## src/rtl/m_imem_loader.sv

```systemverilog
// Boot loader: parses a length-prefixed byte stream and writes 32-bit words
// into instruction memory from address 0. It raises the core clock-enable only after the checksum matches.
module m_imem_loader #(
  parameter int ADDR_W  = 12,
  parameter int TIMEOUT = 1000000
) (
  input  logic              w_clk,
  input  logic              w_rst_n,
  input  logic [7:0]        w_rx_data,
  input  logic              w_rx_valid,
  output logic              w_we,
  output logic [ADDR_W-1:0] w_addr,
  output logic [31:0]       w_din,
  output logic              w_ce,
  output logic              w_busy,
  output logic              w_err
);

  typedef enum logic [2:0] {S_LEN0, S_LEN1, S_DATA, S_CSUM, S_RUN, S_ERR} state_t;

  localparam int IW = (TIMEOUT > 1) ? $clog2(TIMEOUT + 1) : 1;
  localparam logic [IW-1:0] IDLE_LAST = IW'((TIMEOUT > 0) ? TIMEOUT - 1 : 0);

  state_t            state_q, state_d;
  logic [7:0]        lenlo_q, lenlo_d;
  logic [ADDR_W:0]   n_q, n_d;
  logic [ADDR_W:0]   wcnt_q, wcnt_d, wnext;
  logic [1:0]        bidx_q, bidx_d;
  logic [23:0]       asm_q, asm_d;
  logic [7:0]        csum_q, csum_d;
  logic [IW-1:0]     idle_q, idle_d;
  logic              we_q, we_d;
  logic [ADDR_W-1:0] addr_q, addr_d;
  logic [31:0]       din_q, din_d;
  logic              ce_q, ce_d;
  logic              busy_q, busy_d;
  logic              err_q, err_d;
  logic [15:0]       n_full;
  logic              timed;

  always_comb begin
    state_d = state_q;
    lenlo_d = lenlo_q;
    n_d     = n_q;
    wcnt_d  = wcnt_q;
    bidx_d  = bidx_q;
    asm_d   = asm_q;
    csum_d  = csum_q;
    idle_d  = idle_q;
    we_d    = 1'b0;
    addr_d  = addr_q;
    din_d   = din_q;
    ce_d    = ce_q;
    busy_d  = busy_q;
    err_d   = err_q;
    n_full  = {w_rx_data, lenlo_q};
    wnext   = wcnt_q + 1'b1;
    timed   = (TIMEOUT != 0) &&
              (state_q == S_LEN1 || state_q == S_DATA || state_q == S_CSUM);

    if (timed) idle_d = w_rx_valid ? '0 : idle_q + 1'b1;

    case (state_q)
      S_LEN0, S_ERR: if (w_rx_valid) begin
        lenlo_d = w_rx_data;
        busy_d  = 1'b1;
        err_d   = 1'b0;
        idle_d  = '0;
        state_d = S_LEN1;
      end
      S_LEN1: if (w_rx_valid) begin
        // N is 1..2^ADDR_W; anything else is rejected before a single write
        if (n_full == 16'd0 || 32'(n_full) > (32'd1 << ADDR_W)) begin
          err_d   = 1'b1;
          busy_d  = 1'b0;
          state_d = S_ERR;
        end else begin
          n_d     = (ADDR_W+1)'(n_full);
          wcnt_d  = '0;
          bidx_d  = '0;
          csum_d  = '0;
          state_d = S_DATA;
        end
      end
      S_DATA: if (w_rx_valid) begin
        csum_d = csum_q ^ w_rx_data;
        bidx_d = bidx_q + 2'd1;
        if (bidx_q == 2'd3) begin
          we_d   = 1'b1;
          addr_d = wcnt_q[ADDR_W-1:0];
          din_d  = {w_rx_data, asm_q};
          wcnt_d = wnext;
          if (wnext == n_q) state_d = S_CSUM;
        end else begin
          asm_d[8*bidx_q +: 8] = w_rx_data;
        end
      end
      S_CSUM: if (w_rx_valid) begin
        busy_d = 1'b0;
        if (w_rx_data == csum_q) begin
          ce_d    = 1'b1;
          state_d = S_RUN;
        end else begin
          err_d   = 1'b1;
          state_d = S_ERR;
        end
      end
      S_RUN: ;
      default: state_d = S_LEN0;
    endcase

    // Stalled sender: drop the frame, any half-built word is never written
    if (timed && !w_rx_valid && idle_q == IDLE_LAST) begin
      err_d   = 1'b1;
      busy_d  = 1'b0;
      idle_d  = '0;
      state_d = S_ERR;
    end
  end

  always_ff @(posedge w_clk or negedge w_rst_n) begin
    if (!w_rst_n) begin
      state_q <= S_LEN0;
      lenlo_q <= '0;
      n_q     <= '0;
      wcnt_q  <= '0;
      bidx_q  <= '0;
      asm_q   <= '0;
      csum_q  <= '0;
      idle_q  <= '0;
      we_q    <= 1'b0;
      addr_q  <= '0;
      din_q   <= '0;
      ce_q    <= 1'b0;
      busy_q  <= 1'b0;
      err_q   <= 1'b0;
    end else begin
      state_q <= state_d;
      lenlo_q <= lenlo_d;
      n_q     <= n_d;
      wcnt_q  <= wcnt_d;
      bidx_q  <= bidx_d;
      asm_q   <= asm_d;
      csum_q  <= csum_d;
      idle_q  <= idle_d;
      we_q    <= we_d;
      addr_q  <= addr_d;
      din_q   <= din_d;
      ce_q    <= ce_d;
      busy_q  <= busy_d;
      err_q   <= err_d;
    end
  end

  assign w_we   = we_q;
  assign w_addr = addr_q;
  assign w_din  = din_q;
  assign w_ce   = ce_q;
  assign w_busy = busy_q;
  assign w_err  = err_q;

endmodule

```

## config.mk

```make
export PLATFORM = sky130hd
export DESIGN_NAME = m_imem_loader
export DESIGN_NICKNAME = d
export VERILOG_FILES = /design/src/rtl/m_imem_loader.sv
export SDC_FILE = /design/constraint.sdc
export NUM_CORES = 1
export LEC_CHECK = 0
export ABC_AREA = 1
export CAP_MARGIN = 20
export CORE_AREA = 2 2 107 109
export CTS_CLUSTER_DIAMETER = 120
export CTS_CLUSTER_SIZE = 20
export DETAILED_ROUTE_END_ITERATION = 8
export DIE_AREA = 0 0 109 111
export PLACE_DENSITY = 0.84
export SLEW_MARGIN = 20
export SYNTH_ARGS = -nofsm -noshare
export SYNTH_HDL_FRONTEND = slang
export SYNTH_SLANG_ARGS = --single-unit
```

## constraint.sdc

```tcl
create_clock -name w_clk -period 3.5 [get_ports w_clk]
set_clock_uncertainty 0.15 [all_clocks]
set_input_delay 0.875 -clock w_clk [delete_from_list [all_inputs] [get_ports w_clk]]
set_output_delay 0.875 -clock w_clk [all_outputs]
set_load 0.02 [all_outputs]
```

==> reports/qor.csv, run 1 <==
stage;metric;value;unit
finish;diodes;0;
synthesis;synth.avg_cell_area;8.49;um2
worst_setup_path;crit_fanout;26;
timing;setup_violations;0;
finish;nets;867;
clock_network;cts-root-buf;clkbuf_16;
clock_network;cts_buffers;17;
floorplanning;die_x;109;um
route;vias;5610;
route;drt-pass1-iter-count;5;
status;status;complete, no violations;
power;ir_drop;0.576;mV
global_route;grt_first_pass_wirelength;26600;um
worst_setup_path;end_kind;register;
clock_network;clkSinkCount;139;
power;p_clk_share;30.4;%
synthesis;synth.most_common_cell;nand2_1;
power;power.share.sequential;38.3;%
floorplanning;fp.dieH;111;um
clock_network;post_cts_buffers;0;
clock_network;hold_buffers;0;
clock_network;cts_tree;built;
floorplanning;initial_utilization;60.0;%
route;wirelength;15800;um
worst_setup_path;critPathLaunchType;primary input;
min_path;worstHoldPathType;in -> async;
power;power_density;768;nW/um2
placed_design;dp_hpwl;10600;um
synthesis;syn-num-nets;800;
job;drv_cap;0;
synthesis;ys_seq_area_share;52.4;%
power;combinationalPowerShare;31.4;%
synthesis;yosysTopAreaCell;dfrtp_1;
floorplanning;die-area;12100;um2
synthesis;synth-edff-count;0;
floorplanning;pin_count;59;
placed_design;gp_congestion;0.926;
clock_network;post_cts_resized;0;
route;drtAntennaViolNets;0;
synthesis;ys_ff_latch;139;
power;leakage;0.00383;uW
timing;fmax;347;MHz
power;p_int;3980;uW
floorplanning;rows;39;
timing;hold_violations;0;
synthesis;ys_async_sr_fraction;100;%
timing;max_slew.worst_pin.slew;0.813;ns
synthesis;yosys_warnings;0;
finish;drive_gt1_share;9.74;%
timing;grt_setup_unrepaired;no;
synthesis;synth_top_cell_area_share;52.4;%
floorplanning;fp.coreArea;11100;um2
global_route;grt_pass1_vias;5631;
global_route;grt_overflow_total;0;
clock_network;clk_pin_slew;0.06;ns
worst_setup_path;worst-setup-path-type;in -> reg;
timing;fin_crit;2.88;ns
global_route;track_usage;28.0;%
worst_setup_path;worstPathRequired;3.67;ns
route;drt_iter0_drc;501;
power;swShare;35.4;%
clock_network;clockBufferDepth;2;
timing;slew_headroom;45.8;%
power;p_sw;2180;uW
placed_design;port_buffers;58;
route;drcViolationCount;0;
synthesis;yosys-top-cells-area;dfrtp_1, nand2_1, o21ai_0, inv_1, nand3_1;
timing;tns;0;ns
clock_network;insertion_delay;0.42;ns
worst_setup_path;crit_arrival;3.05;ns
finish;area_growth;20.9;%
global_route;antenna_found_initial;0;
synthesis;synthCells;782;
synthesis;synthTopCellsByCount;nand2_1, dfrtp_1, o21ai_0, inv_1, nand3_1;
route;routedWlPerCell;15.7;um
synthesis;syn-cell-area;6640;um2
synthesis;synth_cell_types;43;
clock_network;cts-htree-levels;4;
global_route;grt_max_degree;98;
route;viasPerCell;5.58;
timing;slew_viol_final;0;
timing;setup_ws;0.621;ns
placed_design;dp_slack;0.0686;ns
synthesis;synth_ff_type;dfrtp_1;
timing;fin_crit_sh;82.3;%
==> stage by stage <==
| stage | hold WS, ns | cell area, um2 | cells | total power (uW) | util [%] |
|---|---|---|---|---|---|
| 5_1_grt | 0.251 | 8030 | 1005 | 6490 | 72.5 |
| 6_report | 0.225 | 8030 | 1005 | 6160 | 72.5 |
| 3_3_place_gp | 0.313 | 7410 | 973 | 4190 | 66.9 |
| 2_1_floorplan | 0.312 | 6640 | 782 | 3480 | - |
| 4_1_cts | 0.236 | 8020 | 1005 | 6170 | 72.4 |
| 3_5_place_dp | 0.320 | 7410 | 973 | 4260 | 66.9 |
==> final timing paths <==
check,cells past startpoint,start,slack (ns),to
setup / recovery,10,w_rx_data[1],0.62,n_q[0]$_DFFE_PN0P_
hold / removal,1,w_rst_n,0.23,w_addr[10]$_DFFE_PN0P_
setup reg to reg,6,bidx_q[0]$_DFFE_PN0P_,1.19,wcnt_q[12]$_DFFE_PN0P_
hold reg to reg,2,w_din[11]$_DFFE_PN0P_,0.33,w_din[11]$_DFFE_PN0P_
max in group asynchronous,2,w_rst_n,2.13,w_din[17]$_DFFE_PN0P_
min in group w_clk,2,w_din[11]$_DFFE_PN0P_,0.33,w_din[11]$_DFFE_PN0P_
==> area by class of cell <==
type	count	area, um2
clock buffers	19	453
clock inverters	13	165
fillers	776	3050
inverters	108	405
multi-input cells	512	2660
flip-flops and latches	139	3480
well taps	143	179
repair buffers	71	692
==> sequential cells by signal, indices dropped and copies added (netlist names), 2 cells and up <==
register,flops
lenlo_q,8
asm_q,24
n_q,13
state_q,3
w_din,32
w_addr,12
bidx_q,2
csum_q,8
idle_q,20
wcnt_q,13
==> worst max-delay path, cell delays in order <==
cell and delay [ns]:
clkdlybuf4s50_1 0.53, inv_1 0.17, nand4_1 0.15, nor2_1 0.12, nand2_1 0.06, nand2_1 0.06
nand2_1 0.07, nor2_2 0.16, nand2_1 0.48, o21ai_0 0.38
==> cell usage in the layout, fill, tap and decap left out, types with 2 or more instances in the layout <==
cell,synthesis,layout
buf_4,2,12
nor2_1,37,37
nand3_1,45,45
nand2_4,2,2
o21ai_2,2,2
o21ai_1,5,5
bufinv_16,0,3
inv_2,5,5
clkbuf_8,0,2
clkinv_1,2,2
nor3_1,16,16
a21oi_1,10,10
nor2_4,7,7
nor2_2,2,2
clkbuf_16,0,17
ha_1,7,7
inv_1,101,101
inv_6,0,2
dfrtp_1,139,139
nand2_1,186,185
clkdlybuf4s50_1,0,57
clkinv_2,0,3
clkinv_4,0,4
nand2_2,7,8
nor3b_4,2,2
nand4_1,23,23
o21ai_0,125,125
nand3b_1,3,3
a31oi_1,4,4
xnor2_1,8,8
nand4_4,2,2
xor2_1,4,4
==> power by group through the flow <==
stage / logic [uW] / registers [uW] / clock network [uW]
finish: 1930 / 2360 / 1870
detailed placement: 1890 / 2370 / 0
CTS: 1940 / 2350 / 1880
floorplan: 930 / 2550 / 0
global route: 2130 / 2400 / 1960
global placement: 1840 / 2350 / 0
==> logic make-up (layout without fill, tap and decap cells) <==
logic type / after synthesis / in the layout / synth area share, %
AOI/OAI and AO/OA: 153 / 153 / 12.1
xor gates and xnor gates: 13 / 13 / 1.92
adders and majority gates: 7 / 7 / 1.32
buffers and inverters: 131 / 211 / 7.76
DFF: 139 / 139 / 52.4
and+or+nand+nor: 339 / 339 / 24.5
==> per-layer routing <==
metal	global-route usage, %	vias up	routed length [um]
li1	-	2679	-
met1	37.6	2697	6750
met2	43.5	196	7710
met3	7.05	38	890
met4	11.1	0	414
met5	0	-	0
(Power assumes the default switching activity.)
==> run 2, diff against run 1 <==
--- a/config.mk
+++ b/config.mk
@@ -7,12 +7,12 @@
 export LEC_CHECK = 0
 export ABC_AREA = 1
 export CAP_MARGIN = 20
-export CORE_AREA = 2 2 107 109
+export CORE_AREA = 2 2 117 119
 export CTS_CLUSTER_DIAMETER = 120
 export CTS_CLUSTER_SIZE = 20
 export DETAILED_ROUTE_END_ITERATION = 8
-export DIE_AREA = 0 0 109 111
-export PLACE_DENSITY = 0.84
+export DIE_AREA = 0 0 119 121
+export PLACE_DENSITY = 0.74
 export SLEW_MARGIN = 20
 export SYNTH_ARGS = -nofsm -noshare
 export SYNTH_HDL_FRONTEND = slang
==> constraint.sdc (replaced) <==
create_clock -name w_clk -period 2.64 [get_ports w_clk]
set_clock_uncertainty 0.15 [all_clocks]
set_input_delay 0.66 -clock w_clk [delete_from_list [all_inputs] [get_ports w_clk]]
set_output_delay 0.66 -clock w_clk [all_outputs]
set_load 0.02 [all_outputs]
==> reports/qor.csv, run 2 (synthesis gave the netlist of run 1 again) <==
stage;metric;value;unit
status;status;complete, no violations;
clock_network;clkSinkCount;139;
timing;tns;0;ns
power;ir_drop;0.641;mV
timing;fin_crit_sh;85.4;%
power;p_clk_share;30.4;%
finish;multi_input_area;2650;um2
route;viasPerCell;5.14;
power;swShare;34.9;%
clock_network;clk_pin_slew;0.06;ns
clock_network;cts_tree;built;
floorplanning;pin_count;59;
floorplanning;die-area;14400;um2
global_route;grt_first_pass_wirelength;25600;um
finish;area_growth;23.8;%
worst_setup_path;crit_start;w_din[27]$_DFFE_PN0P_;
finish;regArea;3480;um2
worst_setup_path;worst-setup-path-type;reg -> out;
route;drcViolationCount;0;
worst_setup_path;end_kind;output port;
power;p_sw;2820;uW
placed_design;dp_hpwl;10500;um
finish;layout_commonest_cell;nand2_1;
floorplanning;die_x;119;um
floorplanning;initial_utilization;50.8;%
worst_setup_path;slowest_stage;clkdlybuf4s50_1;
worst_setup_path;timing.rr.start;wcnt_q[0]$_DFFE_PN0P_;
job;drv_cap;0;
worst_setup_path;worstPathRequired;1.83;ns
power;power_density;982;nW/um2
global_route;grt_max_degree;76;
clock_network;post_cts_resized;0;
global_route;track_usage;22.5;%
timing;fmax;444;MHz
worst_setup_path;slowest_delay;0.62;ns
placed_design;gp_congestion;0.824;
finish;largest_register_ffs;32;
timing;setup_violations;0;
clock_network;cts_buffers;17;
power;p_int;5250;uW
floorplanning;rows;42;
finish;final_cell_mix;nand2_1, dfrtp_1, o21ai_0, inv_1, clkdlybuf4s50_1;
finish;diodes;0;
finish;drive_gt1_share;11.2;%
timing;slew_viol_final;0;
timing;grt_setup_unrepaired;no;
worst_setup_path;ff2ff_setup_slack;0.40;ns
worst_setup_path;crit_fanout;2;
route;wirelength;14900;um
finish;nets;886;
timing;hold-worst-slack;0.0183;ns
timing;max_slew.worst_pin.slew;0.468;ns
global_route;grt_overflow_total;0;
worst_setup_path;crit_arrival;1.44;ns
worst_setup_path;crit_buf_inv;1;
power;leakage;0.00392;uW
timing;fin_crit;2.25;ns
min_path;worstHoldPathType;in -> async;
floorplanning;fp.coreArea;13100;um2
route;routedWlPerCell;14.1;um
clock_network;insertion_delay;0.43;ns
clock_network;cts-root-buf;clkbuf_16;
route;vias;5437;
global_route;antenna_found_initial;0;
global_route;grt_pass1_vias;5247;
clock_network;clockBufferDepth;2;
power;combinationalPowerShare;31.1;%
clock_network;hold_buffers;0;
floorplanning;fp.dieH;121;um
worst_setup_path;critPathLaunchType;register;
placed_design;port_buffers;58;
timing;slew_headroom;68.8;%
worst_setup_path;path_cells;clkdlybuf4s50_1;
clock_network;post_cts_buffers;0;
power;power.share.sequential;38.4;%
clock_network;cts-htree-levels;4;
route;drtAntennaViolNets;0;
timing;hold_violations;0;
route;drt-pass1-iter-count;5;
route;drt_iter0_drc;488;
worst_setup_path;critPathTopFamily;buffers and inverters;
finish;fillers;1100;
run 2: changes by cell type in the layout (fill, tap and decap cells not counted), moves of 2 or more:
cell      previous run  this run
buf_4               12        28
buf_12               1         4
clkbuf_1             0         3
clkinv_4             4         1
inv_6                2         5
clkbuf_8             2         0
run 2: power by group through the flow:
stage	combinational [uW]	clock, uW	sequential, uW
after floorplan	1230	0	3380
final	2510	2460	3100
after global routing	2800	2590	3170
after detailed placement	2510	0	3130
after CTS	2530	2490	3100
after global placement	2460	0	3120
run 2: layout make-up:
type | count | area share (%)
Clock buffer | 20 | 5.31
Clock inverter | 12 | 1.95
Inverter | 108 | 4.93
Multi-Input combinational cell | 512 | 32.2
Sequential cell | 139 | 42.3
Tap cell | 176 | 2.68
Timing Repair Buffer | 90 | 10.6
run 2: worst register-to-register path, stage by stage, from the launching register on:
cell and delay, ns:
dfrtp_1 0.44, ha_1 0.23, nand2_1 0.15, nor2_4 0.18, nand2_2 0.08, nor2_1 0.17
xnor3_1 0.29, nor2_1 0.16, nand3_2 0.14, nand2_1 0.11, nand2_1 0.05, nand2_1 0.05
run 2: layer usage:
metal | vias to the layer above | GRT usage, % | part of all wire, %
met2 | 116 | 35.2 | 47
met1 | 2580 | 31.4 | 47
met4 | 0 | 7.51 | 1.7
li1 | 2719 | - | -
met5 | - | 0 | 0
met3 | 22 | 4.93 | 4.1
run 2: worst paths after layout:
check	end	depth (start not counted)
max reg2reg	state_q[0]$_DFFE_PN0P_	11
min reg2reg	w_addr[1]$_DFFE_PN0P_	2
min	w_din[5]$_DFFE_PN0P_	1
max	w_din[27]	1
max in group asynchronous	idle_q[12]$_DFF_PN0_	2
min in group w_clk	w_addr[1]$_DFFE_PN0P_	2
run 2: metrics by stage:
stage	cell area (um2)	total power [uW]	worst slack (ns)	std cells	util, %
after floorplan	6640	4610	0.555	782	-
after global placement	7630	5570	0.0751	1025	58.3
after CTS	8220	8120	0.376	1057	62.9
after detailed placement	7630	5640	0.0533	1025	58.3
final	8220	8070	0.385	1057	62.9
after global routing	8220	8550	0.197	1057	62.9
==> run 3, diff against run 2 <==
--- a/config.mk
+++ b/config.mk
@@ -6,13 +6,12 @@
 export NUM_CORES = 1
 export LEC_CHECK = 0
 export ABC_AREA = 1
-export CAP_MARGIN = 20
-export CORE_AREA = 2 2 117 119
+export CORE_AREA = 2 2 111 113
 export CTS_CLUSTER_DIAMETER = 120
 export CTS_CLUSTER_SIZE = 20
 export DETAILED_ROUTE_END_ITERATION = 8
-export DIE_AREA = 0 0 119 121
-export PLACE_DENSITY = 0.74
+export DIE_AREA = 0 0 113 115
+export PLACE_DENSITY = 0.78
 export SLEW_MARGIN = 20
 export SYNTH_ARGS = -nofsm -noshare
 export SYNTH_HDL_FRONTEND = slang
==> constraint.sdc (replaced) <==
create_clock -name w_clk -period 2.15 [get_ports w_clk]
set_clock_uncertainty 0.15 [all_clocks]
set_input_delay 0.5375 -clock w_clk [delete_from_list [all_inputs] [get_ports w_clk]]
set_output_delay 0.5375 -clock w_clk [all_outputs]
set_load 0.02 [all_outputs]
==> reports/qor.csv, run 3 (synthesis gave the netlist of run 1 again) <==
stage;metric;value;unit
route;drtAntennaViolNets;0;
floorplanning;rows;40;
global_route;antenna_found_initial;0;
power;power_density;1220;nW/um2
global_route;grt_max_degree;48;
timing;grt_setup_unrepaired;yes;
status;violations;DRC, setup timing;
power;leakage;0.00416;uW
finish;drive_gt1_share;16.5;%
route;routedWlPerCell;15.9;um
route;drcViolationCount;4;
floorplanning;initial_utilization;56.2;%
clock_network;clockBufferDepth;2;
placed_design;gp_congestion;0.874;
timing;tns;-0.00320;ns
global_route;grt_pass1_vias;5752;
timing;slew_headroom;64.7;%
placed_design;dp_hpwl;11800;um
global_route;grt_first_pass_wirelength;27600;um
finish;diodes;0;
worst_setup_path;critPathLaunchType;primary input;
placed_design;dpl_cell_area;7850;um2
timing;setup_violations;1;
route;drt_iter0_drc;549;
worst_setup_path;path_cells;clkdlybuf4s50_1 -> inv_1 -> nand3_1 -> nor2_1 -> nand2_1 -> nand2_2 -> nor2_4 -> nor2_1 -> buf_4 -> o21ai_0 -> o21ai_1;
floorplanning;die-area;13000;um2
finish;finalNonFillerCells;1058;
route;vias;5777;
worst_setup_path;slowest_stage;clkdlybuf4s50_1;
route;viasPerCell;5.46;
global_route;grt_overflow_total;0;
timing;slew_viol_final;0;
worst_setup_path;cpMostUsedCell;nor2_1;
timing;fmax;464;MHz
floorplanning;fp.dieH;115;um
clock_network;insertion_delay;0.42;ns
floorplanning;pin_count;59;
clock_network;clkSinkCount;139;
timing;fin_crit_sh;100;%
global_route;track_usage;27.3;%
worst_setup_path;crit_fanout;10;
route;drt-pass1-iter-count;8;
floorplanning;die_x;113;um
timing;max_slew.worst_pin.slew;0.526;ns
worst_setup_path;end_kind;register;
status;status;finished with violations;
clock_network;clk_pin_slew;0.06;ns
clock_network;cts-htree-levels;4;
placed_design;place_inst;1021;
job;drv_cap;0;
clock_network;cts_buffers;17;
finish;area_growth;30.1;%
worst_setup_path;crit_arrival;2.30;ns
floorplanning;fp.coreArea;11800;um2
timing;fin_crit;2.15;ns
worst_setup_path;worstPathRequired;2.29;ns
finish;nets;916;
clock_network;cts_tree;built;
min_path;min_from;w_addr[5]$_DFFE_PN0P_;
min_path;worstHoldPathType;reg -> reg;
placed_design;dp_slack;-0.450;ns
finish;largest_register_ffs;32;
timing;setup_ws;-0.00320;ns
finish;layout_commonest_cell;nand2_1;
finish;final_cell_area;8640;um2
route;wirelength;16900;um
power;ir_drop;1.03;mV
clock_network;cts-root-buf;clkbuf_16;
timing;hold_violations;0;
power;power;10500;uW
worst_setup_path;crit_start;w_rx_data[4];
placed_design;port_buffers;58;
worst_setup_path;worst-setup-path-type;in -> reg;
finish;final_cell_mix;nand2_1, dfrtp_1, o21ai_0, inv_1, clkdlybuf4s50_1;
worst_setup_path;timing.rr.start;wcnt_q[0]$_DFFE_PN0P_;
worst_setup_path;slowest_delay;0.59;ns
run 3: cell count changes in the layout (fill, tap and decap cells not counted), sizes merged:
| cell | before | now |
|---|---|---|
| dlygate4sd3 | 0 | 1 |
| clkinv | 5 | 6 |
| clkdlybuf4s50 | 57 | 54 |
| clkinvlp | 1 | 2 |
| buf | 33 | 62 |
| clkbuf | 20 | 21 |
| bufinv | 3 | 5 |
| inv | 111 | 106 |
| dlymetal6s2s | 0 | 3 |
run 3: worst max-delay path, delay by kind of cell:
family / cells / cell delay (ns)
AO/OA/AOI/OAI: 2 / 0.31
buffers and inverters: 3 / 0.88
AND/OR/NAND/NOR: 6 / 0.57
run 3: final timing paths:
kind | to | slack [ns] | cells after the start
hold reg to reg | w_addr[5]$_DFFE_PN0P_ | 0.33 | 2
max in group asynchronous | w_din[16]$_DFFE_PN0P_ | 0.80 | 3
setup / recovery | csum_q[3]$_DFFE_PN0P_ | -0.003 | 11
setup reg to reg | state_q[2]$_DFFE_PN0P_ | 0.03 | 10
hold / removal | w_addr[5]$_DFFE_PN0P_ | 0.33 | 2
min in group asynchronous | asm_q[3]$_DFFE_PN0P_ | 0.47 | 2
run 3: layout make-up:
class                           count  area (um2)
Tap cell                          147         184
Timing Repair Buffer              120        1180
Sequential cell                   139        3480
Clock buffer                       21         480
Inverter                          108         405
Fill cell                         832        3170
Multi-Input combinational cell    512        2720
Clock inverter                     11         189
run 3: metrics by stage:
stage / util, % / hold slack, ns
global route: 73.1 / 0.366
CTS: 72.3 / 0.336
global placement: 66.5 / 0.314
floorplan: - / 0.0919
finish: 73.1 / 0.330
detailed placement: 66.5 / 0.322
run 3: repair_timing:
| action | in CTS | in global routing |
|---|---|---|
| hold buffers | 1 | 0 |
| endpoints found under the hold margin | 42 | 0 |
| resized for setup | 3 | 34 |
| pin swaps | 0 | 7 |
| buffers inserted | 0 | 4 |
| endpoints found under the setup margin | 4 | 56 |
run 3: report_power, final:
group	switching, uW	leakage [uW]	internal [uW]
Clock	1110	0.000325	2180
Sequential	446	0.00177	3350
Combinational	2020	0.00207	1440
Total	3580	0.00416	6960
run 3: metal layers:
layer / up-vias / part of all wire (%) / track usage (%)
met5: - / 0 / 0
met4: 0 / 2.2 / 11.1
met3: 34 / 5.9 / 7.22
met2: 219 / 50 / 45.7
met1: 2749 / 42 / 33.9
li1: 2775 / - / -
